File: src/rtl/dmem_responder_pkg.sv
// Shared types and widths for the data-memory responder.
package dmem_responder_pkg;
  localparam int WORD_W = 32;
  localparam int WCNT_W = 4;

  typedef enum logic [1:0] {
    ST_IDLE = 2'd0,
    ST_WAIT = 2'd1,
    ST_RESP = 2'd2
  } state_e;
endpackage

File: src/rtl/dmem_array.sv
// Word storage: synchronous write, registered read, contents never reset.
module dmem_array
  import dmem_responder_pkg::*;
#(
  parameter int DEPTH = 16,
  parameter int AW    = 4
) (
  input  logic              clk,
  input  logic              we_i,
  input  logic [AW-1:0]     waddr_i,
  input  logic [WORD_W-1:0] wdata_i,
  input  logic              re_i,
  input  logic [AW-1:0]     raddr_i,
  output logic [WORD_W-1:0] rdata_o
);
  logic [WORD_W-1:0] mem_q [DEPTH];
  logic [WORD_W-1:0] rdata_q;

  always_ff @(posedge clk) begin
    if (we_i) mem_q[waddr_i] <= wdata_i;
    if (re_i) rdata_q <= mem_q[raddr_i];
  end

  assign rdata_o = rdata_q;
endmodule

File: src/rtl/dmem_responder.sv
// MEM-stage data memory responder: IDLE/RESP handshake FSM, optional wait
// states when DMEM_WAIT_STATES_EN is defined.
module dmem_responder
  import dmem_responder_pkg::*;
#(
  parameter int DEPTH       = 16,
  parameter int WAIT_CYCLES = 2
) (
  input  logic              clk,
  input  logic              rst_n,
  input  logic              req_valid,
  output logic              req_ready,
  input  logic              SW_in,
  input  logic [WORD_W-1:0] daddrbus,
  input  logic [WORD_W-1:0] databus_in,
  output logic              rsp_valid,
  output logic [WORD_W-1:0] rsp_data,
  output logic              addr_err
);
  localparam int AW = (DEPTH > 1) ? $clog2(DEPTH) : 1;

  state_e          state_q, state_d;
  logic            is_sw_q, err_q;
  logic            accept, in_range, rd_en;
  logic [AW-1:0]   idx, raddr;
  logic [WORD_W-1:0] rdata;
  logic            unused_bits;

  assign idx       = daddrbus[AW+1:2];
  assign in_range  = (daddrbus[WORD_W-1:AW+2] == '0);
  assign req_ready = (state_q == ST_IDLE);
  assign accept    = req_valid && req_ready;

`ifdef DMEM_WAIT_STATES_EN
  logic [WCNT_W-1:0] cnt_q, cnt_d;
  logic [AW-1:0]     idx_q;

  assign unused_bits = ^daddrbus[1:0];
`else
  assign unused_bits = ^{daddrbus[1:0], (WAIT_CYCLES != 0)};
`endif

  always_comb begin
    state_d = state_q;
`ifdef DMEM_WAIT_STATES_EN
    cnt_d = cnt_q;
`endif
    case (state_q)
      ST_IDLE: if (accept) begin
`ifdef DMEM_WAIT_STATES_EN
        if (WAIT_CYCLES == 0) state_d = ST_RESP;
        else begin
          state_d = ST_WAIT;
          cnt_d   = WCNT_W'(WAIT_CYCLES - 1);
        end
`else
        state_d = ST_RESP;
`endif
      end
`ifdef DMEM_WAIT_STATES_EN
      ST_WAIT: if (cnt_q == '0) state_d = ST_RESP;
               else cnt_d = cnt_q - 1'b1;
`endif
      ST_RESP: state_d = ST_IDLE;
      default: state_d = ST_IDLE;
    endcase
  end

  // The read fires on the edge entering RESP, from live inputs when coming
  // straight from IDLE, otherwise from the address captured at acceptance.
`ifdef DMEM_WAIT_STATES_EN
  assign raddr = (state_q == ST_IDLE) ? idx : idx_q;
  assign rd_en = (state_d == ST_RESP) &&
                 ((state_q == ST_IDLE) ? (!SW_in && in_range) :
                  (state_q == ST_WAIT) ? (!is_sw_q && !err_q) : 1'b0);
`else
  assign raddr = idx;
  assign rd_en = accept && !SW_in && in_range;
`endif

  always_ff @(posedge clk) begin
    if (!rst_n) begin
      state_q <= ST_IDLE;
      is_sw_q <= 1'b0;
      err_q   <= 1'b0;
`ifdef DMEM_WAIT_STATES_EN
      cnt_q   <= '0;
`endif
    end else begin
      state_q <= state_d;
`ifdef DMEM_WAIT_STATES_EN
      cnt_q   <= cnt_d;
      if (accept) idx_q <= idx;
`endif
      if (accept) begin
        is_sw_q <= SW_in;
        err_q   <= !in_range;
      end
    end
  end

  dmem_array #(.DEPTH(DEPTH), .AW(AW)) u_array (
    .clk     (clk),
    .we_i    (accept && SW_in && in_range),
    .waddr_i (idx),
    .wdata_i (databus_in),
    .re_i    (rd_en),
    .raddr_i (raddr),
    .rdata_o (rdata)
  );

  assign rsp_valid = (state_q == ST_RESP);
  assign addr_err  = rsp_valid && err_q;
  assign rsp_data  = (rsp_valid && !is_sw_q && !err_q) ? rdata : '0;
endmodule

File: config.mk
export PLATFORM = sky130hd
export DESIGN_NAME = dmem_responder
export DESIGN_NICKNAME = d
export VERILOG_FILES = /design/src/rtl/dmem_responder_pkg.sv /design/src/rtl/dmem_array.sv /design/src/rtl/dmem_responder.sv
export SDC_FILE = /design/constraint.sdc
export NUM_CORES = 1
export LEC_CHECK = 0
export CAP_MARGIN = 20
export CORE_ASPECT_RATIO = 0.75
export CORE_UTILIZATION = 55
export CTS_CLUSTER_SIZE = 30
export DETAILED_ROUTE_END_ITERATION = 16
export PLACE_DENSITY = 0.82
export SLEW_MARGIN = 5
export SYNTH_ARGS = -nofsm -noshare
export SYNTH_HDL_FRONTEND = slang
export SYNTH_HIERARCHICAL = 1
export SYNTH_SLANG_ARGS = --single-unit
File: constraint.sdc
create_clock -name clk -period 5.69 [get_ports clk]
set_clock_uncertainty 0.15 [all_clocks]
set_input_delay 0.569 -clock clk [delete_from_list [all_inputs] [get_ports clk]]
set_output_delay 0.569 -clock clk [all_outputs]
set_load 0.02 [all_outputs]
# After elaboration in Yosys (flattened, before gate mapping)
# Memories as Yosys holds them, arrays and structs flattened. A register that Yosys moved wholly into a read port is not among the register bits.
# Index checks and enable logic that the tools add are counted.
dict set report totals {
  mem_bits_rw 512
  n_memories 1
  regBits 3
}
# memory words width read_ports rd_clocked_by_memory_dff write_ports line
set mem_list {}
lappend mem_list {u_array.mem_q 16 32 1 1 1 dmem_array.sv:16} ;# logic [WORD_W-1:0] mem_q [DEPTH];
dict set report classes {
  muxes 3
  reduce_logical 15
}
# cell n
set ops {}
lappend ops {{32-bit two-way mux} 1}
lappend ops {{26-bit logical NOT} 1}
lappend ops {{1-bit logical AND} 8}
lappend ops {{1-bit logical NOT} 4}
lappend ops {{2-bit logical NOT} 1}
lappend ops {{1-bit two-way mux} 2}
lappend ops {{2-bit AND reduction} 1}

# Logic depth before layout (Yosys ltp)
# Gate-level depths: netlist of run 1.
dict set report logic_depth {
  depth_word 6
  depth_mapped 5
}

# Modules after synthesis
# The synthesis of run 1 kept the hierarchy.
# module cells_per_inst instances area_per_inst_um2 seq_area_each_um2
set modules_own_cells {}
lappend modules_own_cells {dmem_array 838 1 20174.3 16335.7}
lappend modules_own_cells {dmem_responder 58 1 422.9 60.1}

# Worst setup path after synthesis of run 1
# Ideal clock, no wire load.
dict set report synth_path {
  path_type {input port to flip-flop}
  startpoint {input port daddrbus[17]}
  endpoint {memory u_array.mem_q[0][0], enable pin}
  slack_ps 1058
  required_ps 5079
  path_stages 5
  arrival_ps 4021
  setup_ps 461
  path_buffers 0
  path_cell_list {nor4_1 nand4_1 nor3_1 or3b_2 nor3_1}
}
dict set report synth_between {
  elab_chain_len 4
}
# element line
set synth_lines {}
lappend synth_lines {{start, declared} dmem_responder.sv:14} ;# input logic [WORD_W-1:0] daddrbus,
lappend synth_lines {{26-bit logical NOT} dmem_responder.sv:30} ;# assign in_range = (daddrbus[WORD_W-1:AW+2] == '0);
lappend synth_lines {{1-bit logical AND} dmem_responder.sv:104} ;# .we_i (accept && SW_in && in_range),
lappend synth_lines {{1-bit two-way mux} dmem_array.sv:20} ;# if (we_i) mem_q[waddr_i] <= wdata_i;
lappend synth_lines {{1-bit two-way mux (not written as such)} dmem_array.sv:20}
lappend synth_lines {{end, declared} dmem_array.sv:16}
# Every way passes these cells.

# Worst setup path in the final report of run 1
dict set report layout_path {
  startpoint {input port daddrbus[17]}
  endpoint {memory u_array.mem_q[15][31], enable pin}
}
# Same word-level chain as after synthesis.

==> results.md, run 1 <==
* Fmax at 253 MHz
* Routability congestion estimate at roughly 0.72
* Critical-path maximum fanout at 19
* FF-to-FF Start: state_q[1]$_SDFFE_PN0N_
* Hold-fix buffers, CTS at 0
* Critical-path cell list: clkdlybuf4s50_1 > nor4_1 > nand4_1 > nor3_1 > nand3_1 > nor2_4 > buf_4
* Initial antenna violation count at 1
* Post-CTS Setup Bufs at 0
* Vias per inst at approximately 6.3
* Skew-Pair Late Insertion Delay at ~570 ps
* Die Y at 170 µm
* Post-route ant nets at 0
* Max Slew Vio Count at 0
* Max IR drop VDD at 0.293 mV
* Inserted Clock Buffers at 47
* Gr ovfl total at 0
* Sequential share of power at 55.6%
* Net switching power figure at about 1.6 mW
* Critical path class: in2reg
* Fin crit share at between 60 and 70%
* Yosys cell types at 28
* Dominant cells by area after synthesis: edfxtp_1 (79%), mux4_2 (14%), a22oi_1 (2.3%)
* Nets at 1096
* Hpwl dp at approximately 23000 µm
* Syn nets at 964
* Mean area per synthesized cell at 23.0 µm²
* Wire length per cell at 28.0 µm
* Cell Area, Placed at 22300 µm²
* Gr usage total at 23.4%
* Setup_tns at 0 ps
* Max Cap Viol at 0
* Layout Area Growth over Synthesis at 16.2%
* Critical-path top delay cell: nor3_1
* Clock power frac at 40.0%
* Placed insts at between 1000 and 1500
* Routed wire length at ~44000 µm
* RSZ-0062 raised after global routing: false
* CP required at 5730 ps
* Worst Setup Start Kind: primary input
* Placeable Area at about 36000 µm²
* Routed vias at 9891
* Hold_sp: is_sw_q$_SDFFE_PN0N_
* Total power at 7.97 mW
* CTS sink count at 547
* CP startpoint: daddrbus[17]
* Internal at 6.39 mW
* Top FF cell, synth: edfxtp_1
* H-tree Lvls at 2
* Filler cells at ~2300
* DRC at 0
* Initial Util at 56.7%
* First-pass GRT wire length at 63900 µm
* CTS tree: built
* Synthesis Warnings at 6
* Sw Ratio at 19.8%
* Yosys top cell area share at 79.3%
* Synth async-reset ratio at 0%
* Commonest cells in the netlist: edfxtp_1 (544), mux4_2 (128), a22oi_1 (64)
* Crit. End Element: register
* Combinational Power Share at 4.4%
* Register area share after synthesis at 79.6%
* Fin area at 23900 µm²
* Setup Viol. Count Final at 0
* Share of cells above drive strength 1 at 23.5%
* Status: complete, no violations
* Post-CTS sizing at 0
* Hold_ws at 416 ps
* Worst path top cell family by delay: simple AND/OR/NAND/NOR gates
* Die area at 38200 µm²
* Leakage at 7.47 nW
* Power Density at 333 nW/µm²
* Max stage delay on crit path at 760 ps
* CTS Buffer Depth at 3
* Vias in the first global route at 10100
* Yosys top cell by area: edfxtp_1
* Worst Hold Class: reg2reg
* Synth Instances at about 900
* Most common cell in the synthesized netlist: edfxtp_1
* Clock Root Buffer: clkbuf_16
* Post-synth EDFFs at 544
* Fin. Hold Viols at 0
* Pre-antenna DRT Iters at 5
* Min Tclk post-route at 3950 ps
* Post-synthesis cell area at 20600 µm²
* Slew margin rel. at 23.8%
* I/O pin count at 103
* Non-Filler Instances at 1563
* Initial DRC Count at 951
* CP arrival at 3990 ps
* Std-Cell Rows at 60
* PortBufs at 100
* Largest net degree at the start of global routing at 70
* Worst-margin pin slew at approximately 1100 ps
* Die W at approximately 230 µm
* WP buf/inv at 2
* Clock slew seen by the registers of the worst setup and hold paths at 60 ps
* FF+latch count, synth at 547
final timing paths:
path | to | slack, ps | cells past startpoint
max reg2reg | u_array/mem_q[15][31]$_DFFE_PP_ | 1870 | 6
max | u_array/mem_q[15][31]$_DFFE_PP_ | 1740 | 7
min reg2reg | is_sw_q$_SDFFE_PN0N_ | 420 | 2
min | is_sw_q$_SDFFE_PN0N_ | 420 | 2
tightest hold or removal path, delay by kind of cell, from the launching register on:
kind / cells / cell delay [ps]
DFF: 1 / 340
muxes: 1 / 130
and+or+nand+nor: 1 / 60
routing by layer:
metal	routed length [µm]	vias to the layer above	global-route usage [%]	share of wire, %
met5	13	-	0	0.030
met4	1240	2	7.42	2.8
met3	3890	80	4.90	8.9
met2	21300	511	37.9	49
met1	17200	5238	32.3	39
li1	-	4060	-	-
metrics by stage:
stage / util (%) / setup slack, ps
2_1_floorplan: - / 1060
3_3_place_gp: 61.4 / 1340
3_5_place_dp: 61.5 / 1270
4_1_cts: 65.7 / 1840
5_1_grt: 65.8 / 1610
6_report: 65.9 / 1740
area by class of cell:
class / instances / area (µm²) / share of cell area [%]
Inverter: 2 / 7.51 / 0.0314
Clock buffer: 58 / 1260 / 5.27
Sequential cell: 547 / 16400 / 68.5
Multi-Input combinational cell: 301 / 4100 / 17.1
Timing Repair Buffer: 129 / 1280 / 5.37
Antenna cell: 1 / 2.50 / 0.0105
Clock inverter: 29 / 262 / 1.09
Tap cell: 496 / 621 / 2.59
power by group through the flow:
stage          sequential (mW)  clock, mW  combinational, mW
5_1_grt                   4.43       3.37              0.375
2_1_floorplan             4.52          0              0.190
6_report                  4.43       3.18              0.350
4_1_cts                   4.43       3.22              0.351
3_5_place_dp              4.52          0              0.347
3_3_place_gp              4.52          0              0.335
logic make-up (layout without fill, tap and decap cells):
logic type	Yosys count	after routing	share of synthesized area (%)
flops	547	547	79.6
compound gates	65	65	2.39
simple gates	107	107	2.78
buf+inv	48	218	1.19
mux	129	129	14.0
other cells	0	1	0
registers in the layout, summed over array words and instances (netlist names):
signal,cells
u_array/rdata_o,32
err_q,1
u_array/mem_q,512
state_q,1
is_sw_q,1
cells in the final DEF (no fill, tap or decap), types with 10 or more instances in the layout:
master and n:
edfxtp_1 544, mux4_2 128, clkdlybuf4s50_1 98, a22oi_1 64, clkbuf_16 49, and2_1 33, nand2_1 33, buf_4 26
nor2_4 13, clkinv_1 12, clkinv_2 10
No activity file was read; power rests on OpenSTA's default activity.
==> inputs of run 2 (changes only) <==
- clock period: 5.69 -> 3.9 ns (I/O delays scaled with it)
==> run 2 against run 1 <==
  * Critical path depth is 1 lower
  * Cell count rose by 0.96%
  * Setup slack got worse by 870 ps
  * Clock power rose by 46%
  * Critical endpoint is now u_array/mem_q[1][19]$_DFFE_PP_
  * Register-to-register slack lost 1000 ps
  * Combinational power grew 48%
==> results.md, run 2 (synthesized netlist as in run 1, its figures left out) <==
* Setup ws final at 869 ps (-874 ps)
* Die Y at 170 µm (unchanged)
* Multi-input logic area at 4120 µm² (+0.61%)
* R2r endpoint: u_array/mem_q[1][19]$_DFFE_PP_
* Setup Viol. Count Final at 0 (unchanged)
* Number of flip-flops in the largest register at 512 (unchanged)
* Nets at 1113 (+1.6%)
* Layout Area Growth over Synthesis at 17.3%
* First-pass GRT wire length at 64800 µm (+1.4%)
* Filler cells at 2251 (-2.1%)
* I/O pin count at 103 (unchanged)
* Post-CTS Setup Bufs at 0 (unchanged)
* CP arrival at 3080 ps (-910 ps)
* Fin. Hold Viols at 0 (unchanged)
* Initial Util at 56.7% (unchanged)
* Wire length per cell at 27.4 µm (-2.0%)
* Min Tclk post-route at 3030 ps
* Vias per inst at 6.24 (-1.4%)
* Status: complete, no violations
* Largest net degree at the start of global routing at 94 (+34%)
* Diodes inserted at 0 (-1)
* Hpwl dp at 23900 µm (+2.5%)
* Routed vias at 9843 (-0.49%)
* Hold-fix buffers, CTS at 0 (unchanged)
* CTS tree: built
* Inserted Clock Buffers at 48 (+2.1%)
* Critical path class: reg2reg
* Fin crit share at between 70% and 80%
* FF-to-FF Start: state_q[1]$_SDFFE_PN0N_
* Vias in the first global route at 10200 (+1.6%)
* Clock slew seen by the registers of the worst setup and hold paths at 60 ps (about the same)
* Post-CTS sizing at 0 (unchanged)
* PortBufs at 100 (unchanged)
* H-tree Lvls at 2 (unchanged)
* Fmax at ~330 MHz
* Routability congestion estimate at 0.745 (+3.6%)
* RSZ-0062 raised after global routing: false
* Max stage delay on crit path at 630 ps (-130 ps)
* Cells on worst reg2reg path at 6 (unchanged)
* Pre-antenna DRT Iters at 5 (unchanged)
* Crit. End Element: register
* Total power at 11.6 mW (+46%)
* Max IR drop VDD at 0.310 mV (+5.6%)
* Core Util, Final at 66.5% (+0.61 points)
* CP required at 3950 ps (-1780 ps)
* Gr usage total at 23.6% (+0.19 points)
* Share of cells above drive strength 1 at 24.8% (+1.2 points)
* Placeable Area at 36300 µm² (unchanged)
* Gr ovfl total at 0 (unchanged)
* Critical-path maximum fanout at 22 (+3)
* Initial DRC Count at 1017 (+6.9%)
* Std-Cell Rows at 60 (unchanged)
* Critical-path cell list: nor4b_2 > nand4_1 > nor3_1 > or3b_2 > nor2_4 > buf_4
* Worst Setup Start Kind: register
* Post-route ant nets at 0 (unchanged)
* Die area at 38200 µm² (unchanged)
* Initial antenna violation count at 3 (+2)
* Max Cap Viol at 0 (unchanged)
* CTS Buffer Depth at 3 (unchanged)
* Max Slew Vio Count at 0 (unchanged)
* Worst-margin pin slew at 1040 ps (-103 ps)
* Skew-Pair Late Insertion Delay at 560 ps (about the same)
* Top reg by flops: u_array/mem_q
* Worst Hold Class: in2reg
* Storage cell area at 16400 µm² (unchanged)
* Most frequent cells in the layout: edfxtp_1 (544), mux4_2 (128), clkdlybuf4s50_1 (98)
* Routed wire length at 43200 µm (-1.0%)
* Power Density at 482 nW/µm² (+45%)
* Hold_sp: rst_n
* Slew margin rel. at 30.9% (+7.0 points)
* Commonest non-fill, non-tap cell in the layout: edfxtp_1
* Clock Root Buffer: clkbuf_16
* Leakage at 7.58 nW (+1.5%)
* Setup_tns at 0 ps (unchanged)
* DRC at 0 (unchanged)
* DP Worst Slack at 415 ps (-858 ps)
* Crit path capture: u_array/mem_q[1][19]$_DFFE_PP_
* Critical-path top delay cell: or3b_2
* CP startpoint: state_q[1]$_SDFFE_PN0N_
* CTS sink count at 547 (unchanged)
* Die W at 225 µm (unchanged)
* Register-to-register setup slack at 870 ps (-1000 ps)
[run 2: cell types whose count changed in the layout (fill, tap and decap cells not counted), sizes merged]
cell,before,now
buf,30,46
clkinv,23,21
clkinvlp,1,2
diode,1,0
inv,2,3
[run 2: how the worst min path moves through the flow]
stage,end,slack [ps],cells past startpoint
floorplan,u_array/mem_q[0][0]$_DFFE_PP_,340,0
global placement,is_sw_q$_SDFFE_PN0N_,400,2
detailed placement,is_sw_q$_SDFFE_PN0N_,460,2
CTS,err_q$_SDFFE_PN0N_,260,2
global route,err_q$_SDFFE_PN0N_,290,2
finish,err_q$_SDFFE_PN0N_,280,2
[run 2: where the power goes]
group | switching [mW] | total, mW | internal (mW) | leakage (nW)
combinational | 0.280 | 0.517 | 0.237 | 1.92
sequential | 0.00274 | 6.47 | 6.47 | 4.91
clock | 2.02 | 4.65 | 2.63 | 0.746
total | 2.30 | 11.6 | 9.34 | 7.58
[run 2: metrics by stage]
step	instance area, µm²	hold WS, ps	cells
after floorplan	20600	339	896
after global placement	22600	396	1491
after detailed placement	22600	458	1491
after CTS	24200	259	1578
after global routing	24200	294	1578
final	24200	284	1578
[run 2: layout make-up]
class | instances | share of cell area (%)
sequential | 547 | 67.9
multi-input combinational | 301 | 17.1
timing repair buffer | 145 | 6.13
clock buffer | 58 | 5.22
tap | 496 | 2.57
clock inverter | 29 | 1.10
inverter | 2 | 0.0311
[run 2: critical path: cells and delay by family (launching register included)]
| family | cells | cell delay (ps) |
|---|---|---|
| simple gates | 5 | 1790 |
| flops | 1 | 340 |
| buf+inv | 1 | 390 |
[run 2: layer usage]
layer  global-route usage [%]  part of all wire (%)  vias up
li1                         -                     -     4102
met1                     33.5                    40     5179
met2                     37.5                    49      460
met3                     5.04                   8.7      100
met4                     6.68                   2.3        2
met5                        0                 0.025        -
==> inputs of run 3 (changes only) <==
- clock period: 3.9 -> 3.05 ns (I/O delays scaled with it)
==> run 3 against run 2 <==
  * Sequential share of layout area down 0.96 points
  * Core utilization is 0.95 points higher
  * Sequential power increased by 28%
  * Largest power group unchanged
==> results.md, run 3 (synthesized netlist as in run 1, its figures left out) <==
* Status: complete, no violations
* Leakage at 7.69 nW (+1.5%)
* Placeable Area at 36300 µm² (unchanged)
* Die area at 38200 µm² (unchanged)
* Layout Area Growth over Synthesis at 18.9%
* Critical-path cell list: inv_1 > nor3_4 > buf_4 > and2_1 > clkdlybuf4s50_1
* I/O pin count at 103 (unchanged)
* CTS Buffer Depth at 3 (unchanged)
* Placed insts at 1507 (+1.1%)
* Setup Viol. Count Final at 0 (unchanged)
* Routed wire length at 44600 µm (+3.2%)
* Combinational Power Share at 4.7% (+0.3 points)
* Worst Hold Class: in2reg
* Non-Filler Instances at 1588 (+0.63%)
* CP required at 2590 ps (-1360 ps)
* Pre-antenna DRT Iters at 5 (unchanged)
* Post-CTS Setup Bufs at 0 (unchanged)
* CTS tree: built
* Vias per inst at 6.29 (+0.84%)
* Gr usage total at 24.5% (+0.96 points)
* Fin crit share at 92.8%
* Worst path depth at 5 (-1)
* Hold-fix buffers, CTS at 0 (unchanged)
* Sequential share of power at 56.3% (+0.7 points)
* Setup_tns at 0 ps (unchanged)
* Max Slew Vio Count at 0 (unchanged)
* Core Util, Final at 67.4% (+0.95 points)
* WP buf/inv at 3 (+2)
* Std-Cell Rows at 60 (unchanged)
* DRC at 0 (unchanged)
* Max IR drop VDD at 0.477 mV (+54%)
* Inserted Clock Buffers at 48 (unchanged)
* RSZ-0062 raised after global routing: false
* Worst Setup Start Kind: register
* Hold_sp: rst_n
* Die Y at 170 µm (unchanged)
* Diodes inserted at 0 (unchanged)
* CTS sink count at 547 (unchanged)
* Gr ovfl total at 0 (unchanged)
* Die W at 225 µm (unchanged)
* Clock power frac at 39.0% (-1.0 points)
* Hold_ws at 198 ps (-86.1 ps)
* Wire length per cell at 28.1 µm (+2.5%)
* Routed vias at 9989 (+1.5%)
* Worst-margin pin slew at 784 ps (-253 ps)
* Post-CTS sizing at 0 (unchanged)
* FF-to-FF Start: state_q[1]$_SDFFE_PN0N_
* Fmax at approximately 350 MHz
* Power Density at 599 nW/µm² (+24%)
* Post-route ant nets at 0 (unchanged)
* R2r endpoint: u_array/mem_q[0][27]$_DFFE_PP_
* Worst path top cell family by delay: buffers and inverters
* Max stage delay on crit path at 610 ps (-20 ps)
* Initial DRC Count at 1059 (+4.1%)
* Critical-path maximum fanout at 32 (+45%)
* Hold depth at 2 (unchanged)
* Hpwl dp at 25700 µm (+7.5%)
* Initial antenna violation count at 0 (-3)
* Critical path class: reg2out
* Share of cells above drive strength 1 at 25.5% (+0.69 points)
* Skew-Pair Late Insertion Delay at 570 ps (about the same)
* Internal at 11.8 mW (+26%)
* Most frequent cells in the layout: edfxtp_1 (544), mux4_2 (128), clkdlybuf4s50_1 (98)
* Crit. End Element: output port
* Initial Util at 56.7% (unchanged)
* Register-to-register setup slack at 360 ps (-510 ps)
* Min Tclk post-route at 2830 ps
* Nets at 1129 (+1.4%)
* Vias in the first global route at 10500 (+2.9%)
* CP arrival at 2370 ps (-710 ps)
* PortBufs at 100 (unchanged)
* Max Cap Viol at 0 (unchanged)
* Commonest non-fill, non-tap cell in the layout: edfxtp_1
* Clock Root Buffer: clkbuf_16
* Cells on worst reg2reg path at 7 (+1)
* Largest net degree at the start of global routing at 45 (-52%)
* First-pass GRT wire length at 67000 µm (+3.4%)
* H-tree Lvls at 2 (unchanged)
* Clock slew seen by the registers of the worst setup and hold paths at 60 ps (about the same)
* Routability congestion estimate at 0.764 (+2.5%)
* Slew margin rel. at 47.6% (+17 points)
* Net switching power figure at 2.92 mW (+27%)
* Top reg by flops: u_array/mem_q
* Sw Ratio at 19.9% (+0.082 points)
* Critical-path top delay cell: clkdlybuf4s50_1
* Number of flip-flops in the largest register at 512 (unchanged)
* Fin. Hold Viols at 0 (unchanged)
* Hold endpoint: err_q$_SDFFE_PN0N_
run 3: worst max path at each step:
stage | from | slack, ps | endpoint
2_1_floorplan | state_q[1]$_SDFFE_PN0N_ | -570 | u_array/mem_q[1][0]$_DFFE_PP_
3_3_place_gp | daddrbus[17] | 40 | u_array/mem_q[0][2]$_DFFE_PP_
3_5_place_dp | daddrbus[17] | 3 | u_array/mem_q[0][7]$_DFFE_PP_
4_1_cts | state_q[1]$_SDFFE_PN0N_ | 130 | rsp_data[0]
5_1_grt | state_q[1]$_SDFFE_PN0N_ | 60 | rsp_data[11]
6_report | state_q[1]$_SDFFE_PN0N_ | 220 | rsp_data[11]
run 3: metrics by stage:
stage | area (µm²) | power, mW | worst slack, ps
global placement | 23100 | 9.10 | 39.8
detailed placement | 23100 | 9.12 | 3.46
finish | 24500 | 14.7 | 221
CTS | 24500 | 14.8 | 129
global route | 24500 | 15.1 | 58.8
floorplan | 20700 | 8.79 | -574
run 3: final cells by class:
cell class                      count  area, µm²
Inverter                            2       7.51
Clock buffer                       59       1260
Fill cell                        2239      11800
Multi-Input combinational cell    301       4130
Timing Repair Buffer              161       1900
Clock inverter                     22        181
Tap cell                          496        621
Sequential cell                   547      16400
run 3: power by group through the flow:
stage | Clock [mW] | Sequential [mW] | Combinational (mW)
4_1_cts | 5.81 | 8.27 | 0.692
6_report | 5.73 | 8.27 | 0.683
3_3_place_gp | 0 | 8.43 | 0.662
5_1_grt | 6.12 | 8.27 | 0.731
2_1_floorplan | 0 | 8.44 | 0.356
3_5_place_dp | 0 | 8.44 | 0.684
run 3: worst register-to-register path: stages, from the launching register on:
cell	delay, ps
dfxtp_1	350
nor4b_2	290
nand4_1	170
nor3_1	210
buf_4	170
or3b_2	580
nor3_4	240
buf_12	230
run 3: metal layers:
layer / track usage, % / share of wire (%) / vias to the layer above
met1: 34.8 / 39 / 5263
met2: 40.0 / 50 / 533
li1: - / - / 4121
met5: 0 / 0 / -
met3: 4.38 / 9.0 / 72
met4: 6.51 / 1.9 / 0
